<file path="config.mk">
export PLATFORM = sky130hd
export DESIGN_NAME = rx_timer
export DESIGN_NICKNAME = d
export VERILOG_FILES = /design/src/rtl/uart_pkg.sv /design/src/rtl/flex_counter.sv /design/src/rtl/rx_timer.sv
export SDC_FILE = /design/constraint.sdc
export NUM_CORES = 1
export LEC_CHECK = 0
export CORE_AREA = 4 4 41 43
export CTS_BUF_LIST = sky130_fd_sc_hd__clkbuf_4
export DETAILED_ROUTE_END_ITERATION = 7
export DIE_AREA = 0 0 45 47
export DONT_BUFFER_PORTS = 1
export HOLD_SLACK_MARGIN = 0.02
export PLACE_DENSITY = 0.64
export SLEW_MARGIN = 15
export SYNTH_ARGS = -nofsm -noshare
export SYNTH_HDL_FRONTEND = slang
export SYNTH_SLANG_ARGS = --single-unit
</file>
<file path="constraint.sdc">
create_clock -name clk -period 2.5 [get_ports clk]
set_input_delay 0.25 -clock clk [delete_from_list [all_inputs] [get_ports clk]]
set_output_delay 0.25 -clock clk [all_outputs]
set_load 0.005 [all_outputs]
</file>
<file path="src/rtl/uart_pkg.sv">
// Shared UART receiver definitions.
//   UART_CLKS_PER_BIT    : system clocks per serial bit period
//   UART_BITS_PER_PACKET : bit periods per packet (8 data + stop)
//   cnt_width()          : counter width for a count range, never below 1
package uart_pkg;

  localparam int UART_CLKS_PER_BIT    = 10;
  localparam int UART_BITS_PER_PACKET = 9;

  // $clog2 returns 0 for n<=1, which is not a legal vector width.
  function automatic int cnt_width(input int n);
    return (n <= 2) ? 1 : $clog2(n);
  endfunction

endpackage

</file>
<file path="src/rtl/flex_counter.sv">
// Generic rollover counter.
//   clk           : rising-edge clock
//   n_rst         : synchronous active-low reset
//   clear         : synchronous clear to 0 (beats count_enable)
//   count_enable  : advance by one this edge
//   rollover_val  : last value before the count wraps to 0
//   count_out     : current count
//   rollover_flag : high while the count is enabled and sitting on
//                   rollover_val, i.e. this edge wraps the counter
module flex_counter #(
  parameter int WIDTH = 4
) (
  input  logic             clk,
  input  logic             n_rst,
  input  logic             clear,
  input  logic             count_enable,
  input  logic [WIDTH-1:0] rollover_val,
  output logic [WIDTH-1:0] count_out,
  output logic             rollover_flag
);

  assign rollover_flag = count_enable && (count_out == rollover_val);

  always_ff @(posedge clk) begin
    if (!n_rst || clear)
      count_out <= '0;
    else if (count_enable)
      count_out <= rollover_flag ? '0 : count_out + WIDTH'(1);
  end

endmodule

</file>
<file path="src/rtl/rx_timer.sv">
// UART receive bit timer.
//   clk          : system clock, all state on its rising edge
//   n_rst        : synchronous active-low reset
//   enable_timer : high while the control unit is reading a packet
//   shift_strobe : registered one-cycle pulse at the end of each bit period
//   packet_done  : registered level, high once the last bit period elapsed
//                  and held until enable_timer drops
// State is implicit: enable low = idle, counting while enable high and
// packet_done low, done while packet_done high.
module rx_timer
  import uart_pkg::*;
#(
  parameter int CLKS_PER_BIT    = UART_CLKS_PER_BIT,
  parameter int BITS_PER_PACKET = UART_BITS_PER_PACKET
) (
  input  logic clk,
  input  logic n_rst,
  input  logic enable_timer,
  output logic shift_strobe,
  output logic packet_done
);

  localparam int CW = cnt_width(CLKS_PER_BIT);
  localparam int BW = cnt_width(BITS_PER_PACKET + 1);

  localparam logic [CW-1:0] CLK_LAST = CW'(CLKS_PER_BIT - 1);
  localparam logic [BW-1:0] BIT_LAST = BW'(BITS_PER_PACKET - 1);

  logic          counting;
  logic [CW-1:0] clk_cnt;
  logic [BW-1:0] bit_cnt;
  logic          bit_tick;   // this edge ends a bit period
  logic          last_bit;   // this edge ends the final bit period

  assign counting = enable_timer && !packet_done;

  // Bit-period counter: wraps every CLKS_PER_BIT enabled edges.
  flex_counter #(.WIDTH(CW)) u_clk_cnt (
    .clk           (clk),
    .n_rst         (n_rst),
    .clear         (!enable_timer),
    .count_enable  (counting),
    .rollover_val  (CLK_LAST),
    .count_out     (clk_cnt),
    .rollover_flag (bit_tick)
  );

  // Bit counter: its rollover marks the final bit of the packet. It wraps
  // to 0 on that same edge and then holds, since counting stops at done.
  flex_counter #(.WIDTH(BW)) u_bit_cnt (
    .clk           (clk),
    .n_rst         (n_rst),
    .clear         (!enable_timer),
    .count_enable  (bit_tick),
    .rollover_val  (BIT_LAST),
    .count_out     (bit_cnt),
    .rollover_flag (last_bit)
  );

  always_ff @(posedge clk) begin
    if (!n_rst || !enable_timer) begin
      shift_strobe <= 1'b0;
      packet_done  <= 1'b0;
    end else if (!packet_done) begin
      shift_strobe <= bit_tick;
      packet_done  <= last_bit;
    end else begin
      shift_strobe <= 1'b0;
    end
  end

endmodule

</file>
==> out/results.tsv, run 1 <==
stage	metric	value	unit
run_status	outcome	completed	
floorplan	Initial Util	40.1	%
synthesis	Synth Area in Adders	9.59	%
critical_path	CP Cell Sequence	inv_1, ha_1, and4bb_4, or4_1, a21oi_1	
power	P_leak	0.207	nW
sta	Worst Clk Skew	6.97	ps
clocking	Post-CTS Hold Fix Bufs	0	
sta	Final Setup Violations	0	
power	Flop pwr share	57.8	%
routing	drt drc	0	
place	DP HPWL	681	um
floorplan	Cell Rows	13	
synthesis	average size of a mapped cell	8.84	um^2
critical_path	critical path's top delay family	simple AND/OR/NAND/NOR gates	
critical_path	slowest cell on the critical path	or4_1	
clocking	Clock Sinks	10	
floorplan	Top Ports	5	
global_route	Total GRT Usage	9.83	%
global_route	vias in the first global route	349	
critical_path	WS Path Type	register to register	
routing	drt wl/cell	11.9	um
routing	DR iter-0 viols	9	
sta	Slew @ Worst Pin	249	ps
clocking	post-CTS setup buffers	0	
power	VDD IR max	0.000319	V
min_path	Worst Hold Class	input port to register	
routing	Routed Antenna Nets	0	
clocking	CTS Buffer Depth	2	
global_route	total grt overflow	0	
place	Placer Congestion	0.759	
critical_path	r2r worst-path depth	5	
critical_path	crit path max fanout	7	
min_path	Min-Delay Path Depth	2	
clocking	CTS tree	built	
cells_and_area	synth-to-layout area growth	7.91	%
clocking	root buffer cell	clkbuf_4	
power	Gate power share	2.9	%
global_route	initial antenna violation count	0	
place	DP Area	537	um^2
synthesis	YS warnings	0	
sta	max-slew violations	0	
place	port buffer count	0	
cells_and_area	nets	70	
power	Switch Pwr	0.0586	mW
power	Clock Power Share	39.3	%
synthesis	multiplexer share of the synthesized area	0	%
floorplan	die height	47	um
routing	routed wire length	917	um
critical_path	Crit path largest cell delay	390	ps
synthesis	Syn Inst Count	59	
synthesis	#FFs+latches synth	10	
synthesis	Synth Area in Compound Gates	16.8	%
synthesis	ranking of synthesized cells by area	dfxtp_1 38%, ha_1 9.6%, a21oi_1 5.8%, nand3_1 4.8%, inv_1 4.3%	
synthesis	xor and xnor area share after synthesis	3.36	%
floorplan	DIE AREA	0.00212	mm^2
synthesis	share of the synthesized area in the top cell type	38.4	%
sta	final period utilization	58.0	%
cells_and_area	n_diodes	0	
synthesis	Unique masters post-synth	26	
sta	max frequency	690	MHz
synthesis	Post-Synth Simple-Gate Area	26.9	%
clocking	clk_lat worst skew	260	ps
global_route	largest net degree at the start of global routing	14	
synthesis	largest family of logic cells by synthesized area	simple AND/OR/NAND/NOR gates	
routing	DR pass1 iterations	4	
sta	Final Hold Viols	0	
synthesis	Mapped Area	522	um^2
sta	setup tns final	0	ps
flow_run	maxcap violations	0	
floorplan	core area	0.00130	mm^2
cells_and_area	layout cells sized above 1	8.06	%
synthesis	Post-Syn Nets	66	
critical_path	Crit path depth	5	
critical_path	Critical Path AT	1650	ps
floorplan	die width	45	um
critical_path	Startpoint Class	register	
critical_path	WP data required	2700	ps
clocking	CTS buffer count	3	
global_route	first-pass GRT wire length	1.46	mm
critical_path	Worst Setup End Kind	register	
routing	via count	432	
sta	RSZ-0062 raised after global routing	false	
clocking	clock-pin transition on the worst setup and hold timing paths	60	ps
sta	slew margin rel.	83.4	%
power	internal power	0.221	mW
clocking	Resize count post-CTS	0	
synthesis	Seq/Total Area, Yosys	38.4	%
cells_and_area	post-route cell area	563	um^2
synthesis	Yosys top cell by area	dfxtp_1	
sta	final worst path period need	1450	ps
clocking	H-tree level count	1	
power	P per Cell Area	496	mW/mm^2
critical_path	Worst Path Buf+Inv	1	
power	sw frac	21.0	%
routing	Via-to-Cell Ratio	5.61	
-- cells in the mapped netlist --
master,instances
and4bb_4,1
nand3_1,5
xor2_1,2
and3_1,1
o31ai_1,1
nand4_1,2
or4_1,1
o2111ai_1,1
and3b_1,1
a21oi_1,6
nand4bb_1,1
nand2b_1,1
o21ai_0,3
clkbuf_1,1
ha_1,4
nand3b_1,1
or3_1,1
o21ai_1,1
and3_2,1
o41a_1,1
o211a_1,1
dfxtp_1,10
nand2_1,2
nor2b_1,1
nor2_1,3
inv_1,6
-- cell type report --
class / instances / area [um^2]
sequential: 10 / 200
clock buffer: 3 / 22.5
tap: 15 / 18.8
fill: 136 / 738
multi-input combinational: 42 / 295
clock inverter: 1 / 3.75
inverter: 6 / 22.5
-- logic make-up after synthesis --
group	after synthesis
simple gates	22
compound gates	14
flops	10
buf+inv	7
fa+ha+maj	4
xor+xnor	2
-- power by group through the flow --
stage	sequential [mW]	combinational, mW	clock (mW)
global placement	0.165	0.00790	0
global route	0.162	0.00970	0.123
detailed placement	0.165	0.00799	0
CTS	0.162	0.00799	0.116
finish	0.162	0.00807	0.110
floorplan	0.165	0.00837	0
-- stage by stage --
stage                     utilization (%)  power [mW]  setup slack [ps]  hold slack [ps]  std cells
after floorplan                         -       0.173              1140              407         59
after global placement               41.3       0.173              1120              407         73
after detailed placement             41.3       0.173              1070              407         73
after CTS                            43.3       0.286              1060              126         77
after global routing                 43.3       0.294               964              132         77
final                                43.3       0.280              1050              135         77
-- metal layers --
metal / share of wire (%) / GRT usage, % / routed length, um / vias to the layer above
li1: - / - / - / 223
met1: 48 / 12.2 / 441 / 195
met2: 44 / 14.1 / 402 / 12
met3: 7.3 / 5.75 / 67 / 2
met4: 0.65 / 3.51 / 6 / 0
met5: 0 / 0 / 0 / -
-- cells in the final DEF (no fill, tap or decap), types with 2 or more instances in the layout --
cell type,instances
dfxtp_1,10
xor2_1,2
clkbuf_4,3
nand3_1,5
nand2_1,2
o21ai_0,3
a21oi_1,6
nand4_1,2
nor2_1,3
inv_1,6
ha_1,4
-- flip-flops by register name (all words and copies together) (netlist names) --
register / count
u_bit_cnt.count_out: 4
u_clk_cnt.count_out: 4
packet_done: 1
shift_strobe: 1
-- path summary, 6_finish.rpt --
path | from | endpoint | slack, ps
worst max-delay path | u_clk_cnt.count_out[1]$_SDFFE_PP0P_ | u_clk_cnt.count_out[1]$_SDFFE_PP0P_ | 1050
worst min-delay path | enable_timer | u_bit_cnt.count_out[2]$_SDFFE_PP0P_ | 130
worst max register to register | u_clk_cnt.count_out[1]$_SDFFE_PP0P_ | u_clk_cnt.count_out[1]$_SDFFE_PP0P_ | 1050
worst min register to register | u_bit_cnt.count_out[3]$_SDFFE_PP0P_ | u_bit_cnt.count_out[3]$_SDFFE_PP0P_ | 500
Power figures use the tool's default switching activity.
==> run 2: changes to the inputs <==
- clock period: 2.5 -> 1.5 ns (I/O delays scaled with it)
==> run 2 against run 1 <==
Non-clock buffer count up 2. Register-to-register slack worse by 990 ps. Fmax rose by 1.0%. Via count is 0.93% higher. Critical endpoint unchanged. Critical path depth is the same. Largest power group unchanged. Final cell count up 2.6%.
==> out/results.tsv, run 2 (synthesized netlist as in run 1, its figures left out) <==
stage	metric	value	unit	change
run_status	outcome	completed		unchanged
sta	Worst Clk Skew	15.6	ps	was 6.97 ps
sta	final period utilization	95.7	%	was 58.0%
place	Placer Congestion	0.766		was 0.759
cells_and_area	biggest regs	u_bit_cnt.count_out: 4 flops, u_clk_cnt.count_out: 4 flops		unchanged
cells_and_area	n_diodes	0		unchanged
critical_path	Critical Path AT	1640	ps	was 1650 ps
global_route	vias in the first global route	352		was 349
routing	Via-to-Cell Ratio	5.52		was 5.61
cells_and_area	Layout Utilization	44.7	%	was 43.3%
place	DP HPWL	753	um	was 681 um
global_route	first-pass GRT wire length	1.61	mm	was 1.46 mm
global_route	Total GRT Usage	11.0	%	was 9.83%
sta	max frequency	697	MHz	was 690 MHz
global_route	largest net degree at the start of global routing	14		unchanged
critical_path	Worst Setup End Kind	register		unchanged
clocking	Clock Sinks	10		unchanged
sta	Slew @ Worst Pin	234	ps	was 249 ps
cells_and_area	nets	72		was 70
sta	final worst path period need	1440	ps	was 1450 ps
routing	routed wire length	1.02	mm	was 917 um
place	port buffer count	0		unchanged
cells_and_area	leading cell type in the layout, fill and taps excluded	dfxtp_1		unchanged
critical_path	CP Cell Sequence	inv_1, ha_1, and4bb_4, or4_1, a21oi_1		unchanged
global_route	initial antenna violation count	0		unchanged
floorplan	Initial Util	40.1	%	unchanged
cells_and_area	# fillers	139		was 136
power	Total Power	0.481	mW	was 0.280 mW
critical_path	slowest cell on the critical path	or4_1		unchanged
clocking	post-CTS setup buffers	0		unchanged
floorplan	Top Ports	5		unchanged
sta	RSZ-0062 raised after global routing	false		unchanged
routing	drt wl/cell	12.9	um	was 11.9 um
routing	drt drc	0		unchanged
cells_and_area	synth-to-layout area growth	11.5	%	was 7.91%
routing	via count	436		was 432
critical_path	crit path max fanout	7		unchanged
power	P per Cell Area	827	mW/mm^2	was 496 mW/mm^2
sta	setup tns final	0	ps	unchanged
floorplan	die height	47	um	unchanged
clocking	CTS buffer count	3		unchanged
critical_path	Crit path largest cell delay	400	ps	was 390 ps
routing	DR iter-0 viols	12		was 9
critical_path	WS Path Type	register to register		unchanged
power	P_leak	0.217	nW	was 0.207 nW
critical_path	critical path's top delay family	simple AND/OR/NAND/NOR gates		unchanged
clocking	clk_lat worst skew	270	ps	was 260 ps
routing	DR pass1 iterations	4		unchanged
critical_path	WP data required	1710	ps	was 2700 ps
clocking	H-tree level count	1		unchanged
sta	slew margin rel.	84.3	%	was 83.4%
cells_and_area	most frequent cells in the layout	9 x dfxtp_1, 6 x inv_1, 6 x a21oi_1, 5 x nand3_1, 4 x ha_1		was 10 x dfxtp_1, 6 x inv_1, 6 x a21oi_1, 5 x nand3_1, 4 x ha_1
routing	Routed Antenna Nets	0		unchanged
floorplan	die width	45	um	unchanged
cells_and_area	layout cells sized above 1	10.9	%	was 8.06%
sta	Final Hold Viols	0		unchanged
sta	Final Setup Violations	0		unchanged
flow_run	maxcap violations	0		unchanged
clocking	CTS tree	built		unchanged
floorplan	Cell Rows	13		unchanged
sta	setup slack after layout	64.3	ps	was 1050 ps
place	Post-Place Worst Slack	73.8	ps	was 1070 ps
clocking	CTS Buffer Depth	2		unchanged
power	VDD IR max	0.000467	V	was 0.000319 V
min_path	Worst Hold Class	input port to register		unchanged
floorplan	core area	0.00130	mm^2	unchanged
floorplan	DIE AREA	0.00212	mm^2	unchanged
critical_path	Worst Path Buf+Inv	1		unchanged
sta	max-slew violations	0		unchanged
clocking	clock-pin transition on the worst setup and hold timing paths	80	ps	was 60 ps
clocking	root buffer cell	clkbuf_4		unchanged
global_route	total grt overflow	0		unchanged
critical_path	Startpoint Class	register		unchanged
## run 2: changes by cell type in the layout (fill, tap and decap cells not counted)
| cell | delta |
|---|---|
| dlygate4sd3_1 | +1 |
| dfxtp_2 | +1 |
| buf_4 | +1 |
| dfxtp_1 | -1 |
## run 2: through the flow
| step | cells | area (um^2) | hold WS [ps] |
|---|---|---|---|
| 3_3_place_gp | 74 | 544 | 306 |
| 4_1_cts | 79 | 581 | 29.1 |
| 5_1_grt | 79 | 582 | 36.2 |
| 2_1_floorplan | 59 | 522 | 307 |
| 3_5_place_dp | 74 | 544 | 305 |
| 6_report | 79 | 582 | 21.1 |
## run 2: final timing paths
path,endpoint,cells past startpoint,slack (ps),start
worst max-delay path,u_clk_cnt.count_out[1]$_SDFFE_PP0P_,5,60,u_clk_cnt.count_out[1]$_SDFFE_PP0P_
worst min-delay path,u_clk_cnt.count_out[1]$_SDFFE_PP0P_,2,20,n_rst
worst max register to register,u_clk_cnt.count_out[1]$_SDFFE_PP0P_,5,60,u_clk_cnt.count_out[1]$_SDFFE_PP0P_
worst min register to register,u_clk_cnt.count_out[1]$_SDFFE_PP0P_,2,490,u_clk_cnt.count_out[1]$_SDFFE_PP0P_
## run 2: layer usage
| layer | track usage [%] | vias to the layer above | part of all wire (%) |
|---|---|---|---|
| li1 | - | 224 | - |
| met1 | 13.1 | 203 | 49 |
| met2 | 16.1 | 7 | 45 |
| met3 | 6.13 | 2 | 5.0 |
| met4 | 5.26 | 0 | 1.1 |
| met5 | 0 | - | 0 |
## run 2: final cells by class
type | instances | area [um^2] | share of cell area [%]
multi-input combinational | 42 | 295 | 50.8
inverter | 6 | 22.5 | 3.87
clock inverter | 1 | 3.75 | 0.645
timing repair buffer | 2 | 17.5 | 3.01
tap | 15 | 18.8 | 3.23
clock buffer | 3 | 22.5 | 3.87
sequential | 10 | 201 | 34.6
## run 2: what timing repair did
action	in CTS	in global routing
hold buffers	1	0
setup endpoints to repair	0	1
hold endpoints to repair	1	0
gates resized for setup	0	1
## run 2: power breakdown
group | internal, mW | leakage, nW | switching, mW
registers | 0.267 | 0.0812 | 0.00215
logic | 0.00694 | 0.120 | 0.00901
clock network | 0.0961 | 0.0154 | 0.0995
total | 0.370 | 0.217 | 0.111
